## src/rtl/question_pkg.sv

```systemverilog
// Shared definitions for the question select engine.
//   - q_state_e : controller state encoding
//   - lfsr_taps : maximal-length Fibonacci tap mask for LFSR widths 4..16
//   - ANS_TABLE : correct answer per question ID (8-bit entries, truncated at use)
package question_pkg;

   typedef enum logic [2:0] {
      StIdle,
      StDraw,
      StScan,
      StLookup,
      StDone
   } q_state_e;

   // Bit i set means register bit i feeds the XOR; feedback enters bit 0 on a left shift.
   function automatic logic [15:0] lfsr_taps(input int unsigned width);
      logic [15:0] t;
      case (width)
         4:       t = 16'h000C;
         5:       t = 16'h0014;
         6:       t = 16'h0030;
         7:       t = 16'h0060;
         8:       t = 16'h00B8;
         9:       t = 16'h0110;
         10:      t = 16'h0240;
         11:      t = 16'h0500;
         12:      t = 16'h0829;
         13:      t = 16'h100D;
         14:      t = 16'h2015;
         15:      t = 16'h6000;
         16:      t = 16'hD008;
         default: t = 16'h0000;
      endcase
      return t;
   endfunction

   localparam logic [7:0] ANS_TABLE [256] = '{
      0: 8'd3,  1: 8'd7,  2: 8'd5,  3: 8'd9,  4: 8'd15,
      5: 8'd8,  6: 8'd12, 7: 8'd7,  8: 8'd14, 9: 8'd15,
      default: 8'd0
   };

endpackage

```

## src/rtl/question_select_engine_rom.sv

```systemverilog
// Registered answer ROM. ans_o updates one cycle after a read with rd_en_i high and
// otherwise holds, so it can drive the engine's correct_ans output directly.
//   clk_i, rst_ni : clock, async active-low reset (ans_o resets to ANS_TABLE[0])
//   rd_en_i       : read strobe
//   addr_i        : question ID
//   ans_o         : registered answer
module question_answer_rom
   import question_pkg::*;
#(
   parameter int unsigned NUM_Q = 10,
   parameter int unsigned ANS_W = 4,
   localparam int unsigned QID_W = $clog2(NUM_Q)
) (
   input  logic             clk_i,
   input  logic             rst_ni,
   input  logic             rd_en_i,
   input  logic [QID_W-1:0] addr_i,
   output logic [ANS_W-1:0] ans_o
);

   logic [ANS_W-1:0] ans_d, ans_q;

   always_comb begin
      ans_d = ans_q;
      if (rd_en_i) ans_d = ANS_W'(ANS_TABLE[8'(addr_i)]);
   end

   always_ff @(posedge clk_i or negedge rst_ni) begin
      if (!rst_ni) ans_q <= ANS_W'(ANS_TABLE[0]);
      else         ans_q <= ans_d;
   end

   assign ans_o = ans_q;

endmodule

```

## src/rtl/question_select_engine.sv

```systemverilog
// Picks a pseudo-random question ID in 0..NUM_Q-1 by rejection sampling on a
// free-running LFSR, avoiding the last HIST_DEPTH IDs, with a deterministic scan
// fallback after MAX_TRIES failed draws; then looks up the answer.
//   clk_100mhz, reset_n        : clock, async active-low reset
//   question_req               : start a selection (IDLE only)
//   seed_load, seed_val        : reseed LFSR (zero value selects SEED)
//   history_clear              : empty the no-repeat history
//   busy, question_ready       : status, one-cycle result strobe
//   selected_q_id, correct_ans : result, held until the next result
//   fallback_used              : result came from the scan
module question_select_engine
   import question_pkg::*;
#(
   parameter int unsigned NUM_Q      = 10,
   parameter int unsigned LFSR_W     = 8,
   parameter int unsigned ANS_W      = 4,
   parameter int unsigned HIST_DEPTH = 4,
   parameter int unsigned MAX_TRIES  = 16,
   parameter logic [LFSR_W-1:0] SEED = LFSR_W'(8'hB5),
   localparam int unsigned QID_W     = $clog2(NUM_Q)
) (
   input  logic              clk_100mhz,
   input  logic              reset_n,
   input  logic              question_req,
   input  logic              seed_load,
   input  logic [LFSR_W-1:0] seed_val,
   input  logic              history_clear,
   output logic              busy,
   output logic              question_ready,
   output logic [QID_W-1:0]  selected_q_id,
   output logic [ANS_W-1:0]  correct_ans,
   output logic              fallback_used
);

   // Keep one storage slot when history is disabled; hits are masked off instead.
   localparam int unsigned HD    = (HIST_DEPTH == 0) ? 1 : HIST_DEPTH;
   localparam int unsigned TRY_W = $clog2(MAX_TRIES + 1);
   localparam logic [LFSR_W-1:0] TAPS = LFSR_W'(lfsr_taps(LFSR_W));

   q_state_e                   state_d, state_q;
   logic [LFSR_W-1:0]          lfsr_d, lfsr_q;
   logic [TRY_W-1:0]           tries_d, tries_q;
   logic [QID_W-1:0]           scan_ptr_d, scan_ptr_q;
   logic [QID_W-1:0]           cur_id_d, cur_id_q;
   logic                       cur_fb_d, cur_fb_q;
   logic [QID_W-1:0]           sel_id_d, sel_id_q;
   logic                       fb_d, fb_q;
   logic [QID_W-1:0]           last_id_d, last_id_q;
   logic [HD-1:0][QID_W-1:0]   hist_id_d, hist_id_q;
   logic [HD-1:0]              hist_vld_d, hist_vld_q;

   logic [QID_W-1:0] cand;
   logic             cand_hit, scan_hit;

   function automatic logic [QID_W-1:0] next_id(input logic [QID_W-1:0] id);
      if (32'(id) == NUM_Q - 1) return '0;
      else                      return id + 1'b1;
   endfunction

   assign cand = lfsr_q[QID_W-1:0];

   always_comb begin
      cand_hit = 1'b0;
      scan_hit = 1'b0;
      for (int unsigned i = 0; i < HD; i++) begin
         if (HIST_DEPTH != 0 && hist_vld_q[i]) begin
            if (hist_id_q[i] == cand)       cand_hit = 1'b1;
            if (hist_id_q[i] == scan_ptr_q) scan_hit = 1'b1;
         end
      end
   end

   always_comb begin
      state_d    = state_q;
      tries_d    = tries_q;
      scan_ptr_d = scan_ptr_q;
      cur_id_d   = cur_id_q;
      cur_fb_d   = cur_fb_q;
      sel_id_d   = sel_id_q;
      fb_d       = fb_q;
      last_id_d  = last_id_q;
      hist_id_d  = hist_id_q;
      hist_vld_d = hist_vld_q;

      lfsr_d = {lfsr_q[LFSR_W-2:0], ^(lfsr_q & TAPS)};
      if (seed_load) lfsr_d = (seed_val == '0) ? SEED : seed_val;

      case (state_q)
         StIdle: begin
            if (question_req) begin
               tries_d = '0;
               state_d = StDraw;
            end
         end
         StDraw: begin
            if (32'(cand) < NUM_Q && !cand_hit) begin
               cur_id_d = cand;
               cur_fb_d = 1'b0;
               state_d  = StLookup;
            end else begin
               tries_d = tries_q + 1'b1;
               if (32'(tries_q) + 32'd1 == MAX_TRIES) begin
                  scan_ptr_d = next_id(last_id_q);
                  state_d    = StScan;
               end
            end
         end
         StScan: begin
            if (!scan_hit) begin
               cur_id_d = scan_ptr_q;
               cur_fb_d = 1'b1;
               state_d  = StLookup;
            end else begin
               scan_ptr_d = next_id(scan_ptr_q);
            end
         end
         StLookup: begin
            // ROM read happens on this edge too, so all result outputs change together.
            sel_id_d = cur_id_q;
            fb_d     = cur_fb_q;
            state_d  = StDone;
         end
         StDone: begin
            for (int unsigned i = 1; i < HD; i++) begin
               hist_id_d[i]  = hist_id_q[i-1];
               hist_vld_d[i] = hist_vld_q[i-1];
            end
            hist_id_d[0]  = cur_id_q;
            hist_vld_d[0] = 1'b1;
            last_id_d     = cur_id_q;
            state_d       = StIdle;
         end
         default: state_d = StIdle;
      endcase

      // Clear has priority over a simultaneous push.
      if (history_clear) hist_vld_d = '0;
   end

   always_ff @(posedge clk_100mhz or negedge reset_n) begin
      if (!reset_n) begin
         state_q    <= StIdle;
         lfsr_q     <= SEED;
         tries_q    <= '0;
         scan_ptr_q <= '0;
         cur_id_q   <= '0;
         cur_fb_q   <= 1'b0;
         sel_id_q   <= '0;
         fb_q       <= 1'b0;
         last_id_q  <= QID_W'(NUM_Q - 1);
         hist_id_q  <= '0;
         hist_vld_q <= '0;
      end else begin
         state_q    <= state_d;
         lfsr_q     <= lfsr_d;
         tries_q    <= tries_d;
         scan_ptr_q <= scan_ptr_d;
         cur_id_q   <= cur_id_d;
         cur_fb_q   <= cur_fb_d;
         sel_id_q   <= sel_id_d;
         fb_q       <= fb_d;
         last_id_q  <= last_id_d;
         hist_id_q  <= hist_id_d;
         hist_vld_q <= hist_vld_d;
      end
   end

   question_answer_rom #(
      .NUM_Q (NUM_Q),
      .ANS_W (ANS_W)
   ) u_rom (
      .clk_i   (clk_100mhz),
      .rst_ni  (reset_n),
      .rd_en_i (state_q == StLookup),
      .addr_i  (cur_id_q),
      .ans_o   (correct_ans)
   );

   assign busy           = (state_q != StIdle);
   assign question_ready = (state_q == StDone);
   assign selected_q_id  = sel_id_q;
   assign fallback_used  = fb_q;

endmodule

```

## config.mk

```make
export PLATFORM = sky130hd
export DESIGN_NAME = question_select_engine
export DESIGN_NICKNAME = d
export VERILOG_FILES = /design/src/rtl/question_pkg.sv /design/src/rtl/question_select_engine_rom.sv /design/src/rtl/question_select_engine.sv
export SDC_FILE = /design/constraint.sdc
export NUM_CORES = 1
export LEC_CHECK = 0
export ABC_AREA = 1
export BUFFER_PORTS_ARGS = -buffer_cell sky130_fd_sc_hd__clkbuf_2
export CAP_MARGIN = 20
export CORE_MARGIN = 1.5
export CORE_UTILIZATION = 58
export DETAILED_ROUTE_END_ITERATION = 8
export PLACE_DENSITY_LB_ADDON = 0.08
export RECOVER_POWER = 100
export SYNTH_ARGS = -nofsm -noshare
export SYNTH_HDL_FRONTEND = slang
export SYNTH_SLANG_ARGS = --single-unit
```

## constraint.sdc

```tcl
create_clock -name clk_100mhz -period 1.85 [get_ports clk_100mhz]
set_input_delay 0.185 -clock clk_100mhz [delete_from_list [all_inputs] [get_ports clk_100mhz]]
set_output_delay 0.185 -clock clk_100mhz [all_outputs]
set_load 0.05 [all_outputs]
```

==> results.md <==
- Vias/cell: 5.358
- Clk_skew: 0.007764 ns
- Port Buffer Count: 23
- Final hold vios: 0
- Global Route met3 Usage: 5.389%
- Antenna cells: 0
- Pins Over Slew Limit: 0
- Die Height: around 76 um
- Cell accounting for the most synthesized area: dfrtp_1
- CTS tree: done
- Area contributors post-synth: dfrtp_1, nand2_1, o21ai_0
- H-tree levels: 2
- Unrepaired setup endpoints after global routing: false
- Status: finished clean
- Post-layout instance area: 3351 sq um
- Critical Path RT: around 2.1 ns
- GR Util met1: 37.52%
- Power per cell area: ~1500 nW/um^2
- DR pass1 iterations: 5
- Share of the yosys chip area belonging to registers: 45.60%
- Row count: 26
- Post-DP HPWL: roughly 5000 um
- Count of different cell masters after synthesis: 34
- VDD IR max: 0.6649 mV
- Crit Path Category: reg -> reg
- Core Footprint: roughly 5100 sq um
- Final Util: 65.19%
- Avg Cell Area, Syn: between 7 and 8 sq um
- Placed inst area: 3272 sq um
- Endpoints failing setup: 0
- Layout area overhead: 8.158%
- Overall Power: 0.005090 W
- Most common cell after layout, fill and taps aside: nand2_1
- Clock slew at reported path FFs: 0.09 ns
- # DRC: 0
- Slew at the pin with the worst max-slew slack: 1.326 ns
- YS warnings: 0
- LEAKAGE: between 1.5 and 2 nW
- Max Buffers Root-to-Sink: 2
- CP arrival: 1.93 ns
- Share of Yosys cell area claimed by the top area cell type: 37.96%
- Max Cap Violations: 0
- Global-route wire length before repair: around 12000 um
- Largest net degree at the start of global routing: 57
- Post-synth EDFFs: 0
- Multi-input gate area: 1441 sq um
- FMAX: 593.6 MHz
- Final #Nets: 454
- Rel. slew slack: 11.59%
- Seq cells post-synth: 56
- Critical Path Source Type: register
- Sequential Area: 1415 sq um
- Most frequent cells in the layout: nand2_1, o21ai_0, dfrtp_1
- Met2 Usage GRT: 38.56%
- Routability Congestion: 0.9485
- TritonCTS sink count: 56
- I/O pin cnt: 24
- Die W: 76.09 um
- Layout cells sized above 1: between 10% and 20%
- Worst setup EP type: register
- Worst Hold Class: in -> reg
- Routed vias: approximately 2700
- Crit-path max FO: 9
- Die area: between 5000 and 6000 sq um
- Fillers: between 400 and 500
- Final worst path period share: 91.06%
- Antenna violations before repair: 0
- ANT nets after route: 0
- CTS Hold Buffers Added: 0
- Cell area after synthesis: 3098 sq um
- Main synth FF type: dfrtp_1
- Setup_tns: 0 ns
- Syn nets: approximately 430
- CTS buffer count: 5
- Later-pin clock latency in the skew report: 0.31 ns
- Global route overflow: 0
- Synth Instances: 414
- GR Util All Layers: 25.51%
- Gr busiest metal: met2
- Routed wire length: about 7000 um
- Root Buffer Master: clkbuf_8
- Tmin final: 1.685 ns
- Vias in the first global route: 2529
- Drt wl/cell: 13.41 um
- Initial core utilization: 60.27%
- Ys async rst share: 100.0%
- First DRT Iteration DRCs: 261
[power by group]
group	switching, W	internal [W]	total [W]
registers	0.000464	0.00165	0.00212
logic	0.00153	0.000664	0.00219
clock network	0.000377	0.000402	0.000779
total	0.00237	0.00272	0.00509
[per-layer routing]
metal / routed length (um) / share of wire (%)
met1: 3163 / 46
met2: 3057 / 45
met3: 526 / 7.7
met4: 64 / 0.94
met5: 0 / 0
[synthesized netlist by cell type, types with 2 or more instances]
cell type	number
xnor2_1	7
nand3_1	24
nand2_4	2
o31ai_1	2
ha_1	4
nor3_1	2
inv_2	4
dfstp_2	9
clkbuf_1	6
o21ai_1	7
inv_1	40
nand2_1	132
dfrtp_1	47
xor2_1	7
o22ai_1	2
o21ai_2	3
a21oi_1	13
nor2_1	34
o211ai_1	3
nand4_1	2
buf_4	3
clkinv_1	2
o21ai_0	48
[final timing paths]
kind	cells after the start	endpoint	slack [ns]	from
worst max-delay path	10	tries_q[0]$_DFFE_PN0P_	0.17	lfsr_q[0]$_DFF_PN1_
worst min-delay path	2	hist_vld_q[0]$_DFFE_PN0P_	0.04	history_clear
worst max register to register	10	tries_q[0]$_DFFE_PN0P_	0.17	lfsr_q[0]$_DFF_PN1_
worst min register to register	2	lfsr_q[7]$_DFF_PN1_	0.46	lfsr_q[6]$_DFF_PN0_
max in group asynchronous	2	scan_ptr_q[0]$_DFFE_PN0P_	0.73	reset_n
min in group asynchronous	2	selected_q_id[2]$_DFFE_PN0P_	0.25	reset_n
[flip-flops by register name (all words and copies together), names as in the netlist]
register	flops
hist_id_q	14
lfsr_q	8
tries_q	5
cur_id_q	4
hist_vld_q	4
last_id_q	4
scan_ptr_q	4
selected_q_id	4
u_rom.ans_o	4
state_q	3
cur_fb_q	1
fallback_used	1
[worst max-delay path, stage by stage (launching register included)]
cell	delay, ns
dfstp_2	0.60
inv_1	0.11
nand2_1	0.07
nand2_1	0.05
nand3_1	0.08
nor2_1	0.06
nor2_2	0.17
nand3_4	0.17
nand2_2	0.18
nand2_1	0.08
o21ai_2	0.05
[final cells by class]
type / count / share of cell area, %
clock buffer: 6 / 2.166
timing repair buffer: 28 / 3.771
multi-input combinational: 300 / 43.02
sequential: 56 / 42.23
clock inverter: 2 / 1.046
inverter: 46 / 5.153
tap: 70 / 2.614
[through the flow]
step	setup WS (ns)	hold slack (ns)	instances
after global routing	0.002540	0.05286	508
after CTS	0.1524	0.02764	508
after global placement	0.2274	0.3550	500
final	0.1653	0.04087	508
after floorplan	0.3749	-0.1106	414
after detailed placement	0.1788	0.3588	500
[cell families (layout without fill, tap and decap cells)]
group	count (synthesis)	after routing	share of synthesized area [%]
flip-flops	56	56	45.60
adder cells (fa/ha/maj)	4	4	1.616
AND/OR/NAND/NOR	202	202	27.22
AO/OA/AOI/OAI	80	80	13.89
buffers and inverters	58	82	7.713
XOR/XNOR	14	14	3.958
[what timing repair did]
| action | CTS | global route |
|---|---|---|
| gates resized for setup | 0 | 2 |
| endpoints found under the hold margin | 0 | 0 |
| setup endpoints to repair | 0 | 6 |
| buffers inserted | 0 | 0 |
(Power assumes the default switching activity.)
